$ cat src/rtl/mem_access_pkg.sv
// Shared types for the memory-stage load/store unit: memop codes, the
// lane-offset width helper and the pending-load entry layout.
package mem_access_pkg;

   typedef enum logic [2:0] {
      OP_LW  = 3'b000,
      OP_LH  = 3'b001,
      OP_LHU = 3'b010,
      OP_LB  = 3'b011,
      OP_LBU = 3'b100,
      OP_SB  = 3'b101,
      OP_SH  = 3'b110,
      OP_SW  = 3'b111
   } memop_t;

   // Pending entries are sized for the widest supported bus (64 bit -> 3 offset
   // bits) and for tags up to 8 bits; narrower values are zero-extended.
   localparam int PEND_OFF_W = 3;
   localparam int PEND_TAG_W = 8;

   typedef struct packed {
      memop_t                  memop;
      logic [PEND_OFF_W-1:0]   offset;
      logic [PEND_TAG_W-1:0]   tag;
   } pend_entry_t;

   function automatic int lane_off_width(input int dw);
      return $clog2(dw / 8);
   endfunction

   function automatic logic is_load(input memop_t op);
      return !(op inside {OP_SB, OP_SH, OP_SW});
   endfunction

endpackage

$ cat src/rtl/pending_fifo.sv
// Synchronous FIFO holding in-flight load descriptors. No pop-to-push bypass:
// full is derived from the registered count only.
module pending_fifo #(
   parameter int WIDTH = 8,
   parameter int DEPTH = 2
) (
   input  logic             clk,
   input  logic             rst,
   input  logic             push,
   input  logic [WIDTH-1:0] push_data,
   input  logic             pop,
   output logic [WIDTH-1:0] head,
   output logic             full,
   output logic             empty
);

   localparam int PTR_W = (DEPTH > 1) ? $clog2(DEPTH) : 1;
   localparam int CNT_W = $clog2(DEPTH) + 1;

   logic [WIDTH-1:0] store [DEPTH];
   logic [PTR_W-1:0] wr_ptr;
   logic [PTR_W-1:0] rd_ptr;
   logic [CNT_W-1:0] count;
   logic             do_push;
   logic             do_pop;

   assign full    = (count == CNT_W'(DEPTH));
   assign empty   = (count == '0);
   assign do_push = push & ~full;
   assign do_pop  = pop & ~empty;
   assign head    = store[rd_ptr];

   // Entry storage needs no reset; validity is tracked by the count.
   always_ff @(posedge clk) begin
      if (do_push) begin
         store[wr_ptr] <= push_data;
      end
   end

   // Pointers wrap at DEPTH; count tracks occupancy for simultaneous push/pop.
   always_ff @(posedge clk) begin
      if (rst) begin
         wr_ptr <= '0;
         rd_ptr <= '0;
         count  <= '0;
      end else begin
         if (do_push) begin
            wr_ptr <= (wr_ptr == PTR_W'(DEPTH - 1)) ? '0 : wr_ptr + PTR_W'(1);
         end
         if (do_pop) begin
            rd_ptr <= (rd_ptr == PTR_W'(DEPTH - 1)) ? '0 : rd_ptr + PTR_W'(1);
         end
         case ({do_push, do_pop})
            2'b10:   count <= count + CNT_W'(1);
            2'b01:   count <= count - CNT_W'(1);
            default: count <= count;
         endcase
      end
   end

endmodule

$ cat src/rtl/mem_access_unit.sv
// Memory-stage load/store unit: registered issue of byte-lane masked requests,
// misalignment detection, and in-order extraction of returned load data.
//
// state  | meaning
// -------+---------------------------------------------------------------
// S_IDLE | no request presented to memory (mem_req_o = 0)
// S_REQ  | request held on mem_* until granted (mem_req_o = 1)
module mem_access_unit
   import mem_access_pkg::*;
#(
   parameter int DW    = 32,
   parameter int AW    = 32,
   parameter int DEPTH = 2,
   parameter int TAGW  = 5
) (
   input  logic            clk,
   input  logic            rst,
   input  logic            req_valid_i,
   output logic            req_ready_o,
   input  logic [2:0]      req_memop_i,
   input  logic [AW-1:0]   req_addr_i,
   input  logic [31:0]     req_wdata_i,
   input  logic [TAGW-1:0] req_tag_i,
   output logic            stall_o,
   output logic            mem_req_o,
   input  logic            mem_gnt_i,
   output logic [AW-1:0]   mem_addr_o,
   output logic [DW/8-1:0] mem_we_o,
   output logic [DW-1:0]   mem_wdata_o,
   input  logic            mem_rvalid_i,
   input  logic [DW-1:0]   mem_rdata_i,
   output logic            rsp_valid_o,
   output logic [31:0]     rsp_data_o,
   output logic [TAGW-1:0] rsp_tag_o,
   output logic            adel_o,
   output logic            ades_o,
   output logic [AW-1:0]   badaddr_o,
   output logic            busy_o
);

   localparam int NB   = DW / 8;
   localparam int OFFW = lane_off_width(DW);

   typedef enum logic {S_IDLE, S_REQ} issue_state_t;

   issue_state_t    state;
   memop_t          op;
   logic [OFFW-1:0] lane;
   logic [OFFW-1:0] lane_inv;
   logic            load_op;
   logic            misaligned;
   logic            accept;
   logic            issue;
   logic            push;
   logic            pop;
   logic            fifo_full;
   logic            fifo_empty;
   logic [NB-1:0]   we_next;
   logic [DW-1:0]   wdata_next;
   pend_entry_t     push_entry;
   pend_entry_t     head;
   logic [DW-1:0]   rdata_sh;
   logic [31:0]     load_val;
   logic            unused_head;

   assign op       = memop_t'(req_memop_i);
   assign lane     = req_addr_i[OFFW-1:0];
   // Big-endian lanes: offset k lives in we bit NB-1-k, which is ~k.
   assign lane_inv = ~lane;
   assign load_op  = is_load(op);

   assign req_ready_o = ~rst & ((state == S_IDLE) | mem_gnt_i) & ~(load_op & fifo_full);
   assign stall_o     = req_valid_i & ~req_ready_o;
   assign accept      = req_valid_i & req_ready_o;
   assign issue       = accept & ~misaligned;
   assign push        = issue & load_op;
   assign pop         = mem_rvalid_i & ~fifo_empty;
   assign busy_o      = mem_req_o | ~fifo_empty;

   // Alignment rules per access size.
   always_comb begin
      misaligned = 1'b0;
      case (op)
         OP_LH, OP_LHU, OP_SH: misaligned = req_addr_i[0];
         OP_LW, OP_SW:         misaligned = |req_addr_i[1:0];
         default:              misaligned = 1'b0;
      endcase
   end

   // Store byte enables and lane-replicated write data.
   always_comb begin
      we_next    = '0;
      wdata_next = {(DW/32){req_wdata_i}};
      case (op)
         OP_SB: begin
            we_next    = NB'(1) << lane_inv;
            wdata_next = {NB{req_wdata_i[7:0]}};
         end
         OP_SH: begin
            we_next    = NB'(3) << (lane_inv & ~OFFW'(1));
            wdata_next = {(DW/16){req_wdata_i[15:0]}};
         end
         OP_SW: begin
            we_next    = NB'(15) << (lane_inv & ~OFFW'(3));
         end
         default: we_next = '0;
      endcase
   end

   // Issue register: holds the request stable until granted, reloads on accept.
   always_ff @(posedge clk) begin
      if (rst) begin
         state       <= S_IDLE;
         mem_req_o   <= 1'b0;
         mem_addr_o  <= '0;
         mem_we_o    <= '0;
         mem_wdata_o <= '0;
      end else if (issue) begin
         state       <= S_REQ;
         mem_req_o   <= 1'b1;
         mem_addr_o  <= {req_addr_i[AW-1:OFFW], OFFW'(0)};
         mem_we_o    <= we_next;
         mem_wdata_o <= wdata_next;
      end else if ((state == S_REQ) && mem_gnt_i) begin
         state       <= S_IDLE;
         mem_req_o   <= 1'b0;
      end
   end

   // Misalignment pulses; the faulting address is held until the next fault.
   always_ff @(posedge clk) begin
      if (rst) begin
         adel_o    <= 1'b0;
         ades_o    <= 1'b0;
         badaddr_o <= '0;
      end else begin
         adel_o <= accept & misaligned & load_op;
         ades_o <= accept & misaligned & ~load_op;
         if (accept & misaligned) begin
            badaddr_o <= req_addr_i;
         end
      end
   end

   always_comb begin
      push_entry        = '0;
      push_entry.memop  = op;
      push_entry.offset = PEND_OFF_W'(lane);
      push_entry.tag    = PEND_TAG_W'(req_tag_i);
   end

   pending_fifo #(
      .WIDTH ($bits(pend_entry_t)),
      .DEPTH (DEPTH)
   ) u_pending_fifo (
      .clk       (clk),
      .rst       (rst),
      .push      (push),
      .push_data (push_entry),
      .pop       (pop),
      .head      (head),
      .full      (fifo_full),
      .empty     (fifo_empty)
   );

   // Shift the addressed lane to the top of the bus, then size and extend it.
   always_comb begin
      rdata_sh = mem_rdata_i << {head.offset[OFFW-1:0], 3'b000};
      load_val = rdata_sh[DW-1 -: 32];
      case (head.memop)
         OP_LH:   load_val = {{16{rdata_sh[DW-1]}}, rdata_sh[DW-1 -: 16]};
         OP_LHU:  load_val = {16'h0000, rdata_sh[DW-1 -: 16]};
         OP_LB:   load_val = {{24{rdata_sh[DW-1]}}, rdata_sh[DW-1 -: 8]};
         OP_LBU:  load_val = {24'h000000, rdata_sh[DW-1 -: 8]};
         default: load_val = rdata_sh[DW-1 -: 32];
      endcase
   end

   // Entry fields are sized for the widest configuration.
   assign unused_head = ^{head.offset, head.tag};

   // Load response: one-cycle valid, data and tag held until the next response.
   always_ff @(posedge clk) begin
      if (rst) begin
         rsp_valid_o <= 1'b0;
         rsp_data_o  <= '0;
         rsp_tag_o   <= '0;
      end else begin
         rsp_valid_o <= pop;
         if (pop) begin
            rsp_data_o <= load_val;
            rsp_tag_o  <= head.tag[TAGW-1:0];
         end
      end
   end

endmodule

$ cat config.mk
export PLATFORM = sky130hd
export DESIGN_NAME = mem_access_unit
export DESIGN_NICKNAME = d
export VERILOG_FILES = /design/src/rtl/mem_access_pkg.sv /design/src/rtl/pending_fifo.sv /design/src/rtl/mem_access_unit.sv
export SDC_FILE = /design/constraint.sdc
export NUM_CORES = 1
export LEC_CHECK = 0
export ABC_CLOCK_PERIOD_IN_PS = 3560
export CORE_ASPECT_RATIO = 1.4
export CORE_UTILIZATION = 35
export DETAILED_ROUTE_END_ITERATION = 12
export PLACE_DENSITY_LB_ADDON = 0.2
export SLEW_MARGIN = 20
export SYNTH_ARGS = -nofsm -noshare
export SYNTH_HDL_FRONTEND = slang
export SYNTH_HIERARCHICAL = 1
export SYNTH_SLANG_ARGS = --single-unit
$ cat constraint.sdc
create_clock -name clk -period 3.56 [get_ports clk]
set_clock_uncertainty 0.1 [all_clocks]
set_input_delay 1.068 -clock clk [delete_from_list [all_inputs] [get_ports clk]]
set_output_delay 1.068 -clock clk [all_outputs]
set_load 0.05 [all_outputs]
After elaboration in Yosys (flattened, before gate mapping)
Memory sizes are Yosys's and may differ from the RTL's. A register that Yosys moved wholly into a read port is not among the register bits.
Index checks and enable logic that the tools add are counted.
{"block": "word_totals", "reg_bits": 143, "ramBits": 20, "inputBits": 109, "elab_cells": 79, "memories": 1}
{"block": "classes", "n_addsub": 4, "eq_ne": 12, "shift": 3, "mux": 13, "n_bitwise": 23, "n_reduce_logical": 10}
{"memory": "u_pending_fifo.store", "depth": 2, "width": 10, "read_ports": 1, "rd_clocked_by_memory_dff": 1, "wr": 1, "line": "pending_fifo.sv:20", "rtl": "logic [WIDTH-1:0] store [DEPTH];"}
{"op": "32-bit one-hot mux with 4 select lines", "count": 1}
{"op": "32-bit one-hot mux with 2 select lines", "count": 1}
{"op": "32-bit by 5-bit left shift with 32-bit output", "count": 1}
{"op": "1-bit bitwise AND", "count": 13}
{"op": "3-bit == test, second input constant", "count": 4}
{"op": "4-bit one-hot mux with 3 select lines", "count": 1}
{"op": "3-bit by 2-bit == test with 1-bit output, second input constant", "count": 3}
{"op": "1-bit two-way mux", "count": 8}
{"op": "1-bit NOT", "count": 7}
{"op": "3-bit by 1-bit == test with 1-bit output, second input constant", "count": 2}
{"op": "2-bit == test, second input constant", "count": 2}
{"op": "2-bit one-hot mux with 2 select lines", "count": 1}
{"op": "2-bit nonzero test", "count": 2}
{"op": "2-bit OR reduction", "count": 2}
{"op": "1-bit by 2-bit left shift with 4-bit output, first input constant", "count": 1}
{"op": "2-bit by 2-bit left shift with 4-bit output, first input constant", "count": 1}
{"op": "3-bit logical NOT", "count": 1}
{"op": "3-bit nonzero test", "count": 1}
{"op": "3-bit OR reduction", "count": 1}
{"op": "1-bit adder, second input constant", "count": 2}
{"op": "2-bit by 1-bit adder with 2-bit output, second input constant", "count": 1}
{"op": "2-bit by 1-bit == test with 1-bit output, second input constant", "count": 1}
{"op": "2-bit logical NOT", "count": 1}
{"op": "2-bit NOT", "count": 1}
{"op": "other kinds (5)", "count": 6}

Logic depth before layout (Yosys ltp)
Gate-level depths: netlist of the first run.
{"block": "depth", "word_depth": 12, "mapped_depth": 12}

Modules after synthesis
Netlist of the first run, hierarchy kept.
{"mod": "mem_access_unit", "instances": 1, "cells_each": 702, "area_each_um2": 6067.1, "seq_area_each_um2": 2782.7}
{"mod": "pending_fifo", "instances": 1, "cells_each": 69, "area_each_um2": 1227.4, "seq_area_each_um2": 940.9}

Worst setup path before layout of the first run
No wires, ideal clock.
{"block": "synth_path", "path_type": "in2out", "start": "input port req_memop_i[1]", "end": "output port stall_o", "arrival_time_ns": 2.615, "t_required_ns": 2.392, "slack_ns": -0.223, "path_stages": 4, "path_buffers": 1, "path_cell_list": "buf_2 o21a_2 o211a_1 nor2b_1"}
{"block": "synth_via", "elab_chain_len": 8}
{"element": "start, declared", "line": "mem_access_unit.sv:20", "rtl": "input logic [2:0] req_memop_i,"}
{"element": "3-bit == test", "line": "mem_access_pkg.sv:32", "rtl": "return !(op inside {OP_SB, OP_SH, OP_SW});"}
{"element": "3-bit nonzero test *", "line": "mem_access_pkg.sv:32"}
{"element": "1-bit logical NOT *", "line": "mem_access_pkg.sv:32"}
{"element": "1-bit bitwise AND *", "line": "mem_access_unit.sv:72", "rtl": "assign req_ready_o = ~rst & ((state == S_IDLE) | mem_gnt_i) & ~(load_op & fifo_full);"}
{"element": "1-bit NOT *", "line": "mem_access_unit.sv:72"}
{"element": "1-bit bitwise AND *", "line": "mem_access_unit.sv:72"}
{"element": "named net req_ready_o", "line": "mem_access_unit.sv:19", "rtl": "output logic req_ready_o,"}
{"element": "1-bit NOT *", "line": "mem_access_unit.sv:73", "rtl": "assign stall_o = req_valid_i & ~req_ready_o;"}
{"element": "1-bit bitwise AND *", "line": "mem_access_unit.sv:73"}
{"element": "end, declared", "line": "mem_access_unit.sv:24", "rtl": "output logic stall_o,"}
Mark *: on every way through the listed nets, which the timed path passes. The rest lies on a longest branch.

Worst setup path after layout of the first run
{"block": "layout_path", "start": "input port req_memop_i[0]", "end": "output port stall_o"}
{"block": "layout_via", "elab_chain_len": 8}
{"element": "3-bit == test", "line": "mem_access_pkg.sv:32"}
{"element": "3-bit nonzero test *", "line": "mem_access_pkg.sv:32"}
{"element": "1-bit logical NOT *", "line": "mem_access_pkg.sv:32"}
{"element": "1-bit bitwise AND *", "line": "mem_access_unit.sv:72"}
{"element": "1-bit NOT *", "line": "mem_access_unit.sv:72"}
{"element": "1-bit bitwise AND *", "line": "mem_access_unit.sv:72"}
{"element": "1-bit NOT *", "line": "mem_access_unit.sv:73"}
{"element": "1-bit bitwise AND *", "line": "mem_access_unit.sv:73"}
Every way passes the cells marked *; elsewhere a longest branch is shown, timed or not.

==> impl_metrics.csv, run 1 <==
group,metric,value,unit
synthesis,yosysWarnings,6,
cts,clock_sinks,164,
layout,areaGrowthSynthToFinish,47.1,%
routing,drtIter0Drc,321,
die,die_area,20600,um^2
sta,hold_violations,0,
grt,met3_usage,0.0615,
layout,diodes,0,
routing,drt-total-wl,20.6,mm
sta,drv_slew,0,
cts,cts_tree,"yes",
worst_setup_path,path_cells,"clkdlybuf4s50_1 > o21a_2 > o211a_4 > nor2b_2 > buf_12",
sta,slew_headroom,0.424,
routing,avgViaCountPerCell,4.95,
worst_setup_path,r2r_slack,670,ps
routing,vias,6208,
sta,rsz0062_at_grt,"no",
grt,grt_pass1_wl,32.0,mm
pwr,p_switching,1390,uW
grt,use_met1,0.235,
sta,setup_slack,89.9,ps
synthesis,netlist_instances,759,
cts,cts_buffers,17,
routing,route.detailed.drc,0,
routing,first_pass_iters,4,
grt,track_usage,0.202,
die,initial_utilization,0.360,
sta,fin_crit_sh,0.975,
pwr,p_int,3260,uW
run,cap_violations,0,
cts,clk_latency,420,ps
worst_hold_path,hold_class,"reg -> reg",
sta,fmax,0.288,GHz
layout,drive_gt1_frac,0.110,
worst_setup_path,crit_slowest_cell,"clkdlybuf4s50_1",
sta,fin_tns_setup,0,ps
placed_design,pre_cts_ws,65.3,ps
pwr,peakVddDrop,0.000259,V
die,core,19400,um^2
sta,tightestPinTransition,865,ps
die,fp.dieH,169,um
pwr,switching_share,0.299,
worst_setup_path,crit_required,2390,ps
grt,met2_usage,0.338,
worst_setup_path,arrival,2300,ps
worst_setup_path,worst_path_largest_cell_delay,430,ps
pwr,p_per_area,451,nW/um^2
routing,wl_per_cell,16.4,um
placed_design,gp_congestion,0.814,
synthesis,avgSynthCellArea,9.23,um^2
sta,whs,353,ps
pwr,seqPwrFrac,0.427,
grt,grt_max_degree,75,
worst_setup_path,end_kind,"output pin",
worst_setup_path,crit_path_max_fanout,3,
routing,ant_nets,0,
pwr,pwr-share-comb,0.192,
grt,grt_pass1_vias,5993,
pwr,total_power,4650,uW
layout,nets,1105,
die,die_w,122,um
grt,grt_antenna_before_repair,0,
cts,cts_buffer_depth,2,
worst_setup_path,critPathLaunchType,"input pin",
die,pin_count,253,
grt,gr-total-overflow,0,
cts,clockRootBuffer,"clkbuf_16",
run_status,status,"complete, no violations",
sta,setup_viol,0,
cts,htreeDepth,4,
sta,post-route-min-period,3470,ps
grt,busiest_layer,"met2",
pwr,power_leakage,0.00364,uW
pwr,p_clk_frac,0.381,
die,rows,60,
worst_setup_path,path_class,"in -> out",
cts,holdBufCountCts,0,
cts,clkTransAtPathRegs,60,ps
synthesis,synth_area,7010,um^2
placed_design,dp_hpwl,14.8,mm
placed_design,port-buffer-count,250,
==> final timing paths <==
check	start	end	cells after the start
worst max register to register	flip-flop	rsp_data_o[12]$_SDFFE_PP0P_	6
worst max-delay path	req_memop_i[0]	stall_o	5
worst min-delay path	mem_addr_o[23]$_SDFFE_PP0P_	mem_addr_o[23]$_SDFFE_PP0P_	2
worst min register to register	mem_addr_o[23]$_SDFFE_PP0P_	mem_addr_o[23]$_SDFFE_PP0P_	2
==> power groups by stage <==
stage	registers [uW]	logic (uW)	clock network [uW]
after global routing	1990	948	1900
after detailed placement	2030	893	0
after global placement	2020	891	0
final	1980	891	1770
after CTS	1990	896	1830
after floorplan	2260	293	0
==> cell type report <==
class                      count  area (um^2)
clock inverter                12          110
multi-input combinational    529         3190
timing repair buffer         276         2740
clock buffer                  18          450
tap                          248          310
sequential                   164         3480
inverter                       7         26.3
fill                        1834         9130
==> critical path, delay by kind of cell <==
kind                   cells  cell delay, ps
AOI/OAI and AO/OA          2             480
buffers and inverters      2             580
and+or+nand+nor            1             160
==> metal layers <==
layer | part of all wire | vias up
met1 | 0.40 | 2832
met4 | 0.031 | 0
met5 | 0 | -
met3 | 0.076 | 40
met2 | 0.49 | 233
li1 | - | 3103
==> stage by stage <==
| step | area (um^2) | util | std cells |
|---|---|---|---|
| after detailed placement | 9740 | 0.501 | 1224 |
| after floorplan | 7020 | - | 760 |
| after global routing | 10300 | 0.530 | 1254 |
| after CTS | 10300 | 0.530 | 1254 |
| after global placement | 9740 | 0.501 | 1224 |
| final | 10300 | 0.530 | 1254 |
==> layout by cell type, fill, tap and decap left out, types with 8 or more instances in the layout <==
| master | instances |
|---|---|
| clkdlybuf4s50_1 | 247 |
| dfxtp_1 | 144 |
| nand2_1 | 114 |
| nor2_1 | 96 |
| a21oi_1 | 74 |
| mux2i_1 | 48 |
| a211oi_1 | 31 |
| nor3_1 | 29 |
| buf_4 | 25 |
| nor2b_1 | 22 |
| edfxtp_1 | 20 |
| mux2_2 | 18 |
| clkbuf_16 | 18 |
| a221oi_1 | 16 |
| o21ai_0 | 14 |
| nor3_2 | 12 |
| a22oi_1 | 8 |
| a211oi_2 | 8 |
==> what timing repair did <==
| action | 4_1_cts | 5_1_grt |
|---|---|---|
| buffers inserted | 0 | 0 |
| resized for setup | 0 | 1 |
| endpoints found under the setup margin | 0 | 1 |
==> sequential cells by signal, summed over array words and instances (netlist names), named ones only <==
name / count
mem_addr_o: 30
ades_o: 1
adel_o: 1
u_pending_fifo/store: 20
badaddr_o: 32
u_pending_fifo/rd_ptr: 1
rsp_tag_o: 5
rsp_data_o: 32
u_pending_fifo/count: 2
u_pending_fifo/wr_ptr: 1
rsp_valid_o: 1
mem_we_o: 4
state: 1
mem_wdata_o: 32
Note: power is estimated with default switching activity, not from simulation.
==> inputs of run 2 (changes only) <==
CTS_CLUSTER_DIAMETER = 150   (was unset)
==> results of run 2 <==
Same layout as run 1: the final DEF is identical, and so are final timing and power.
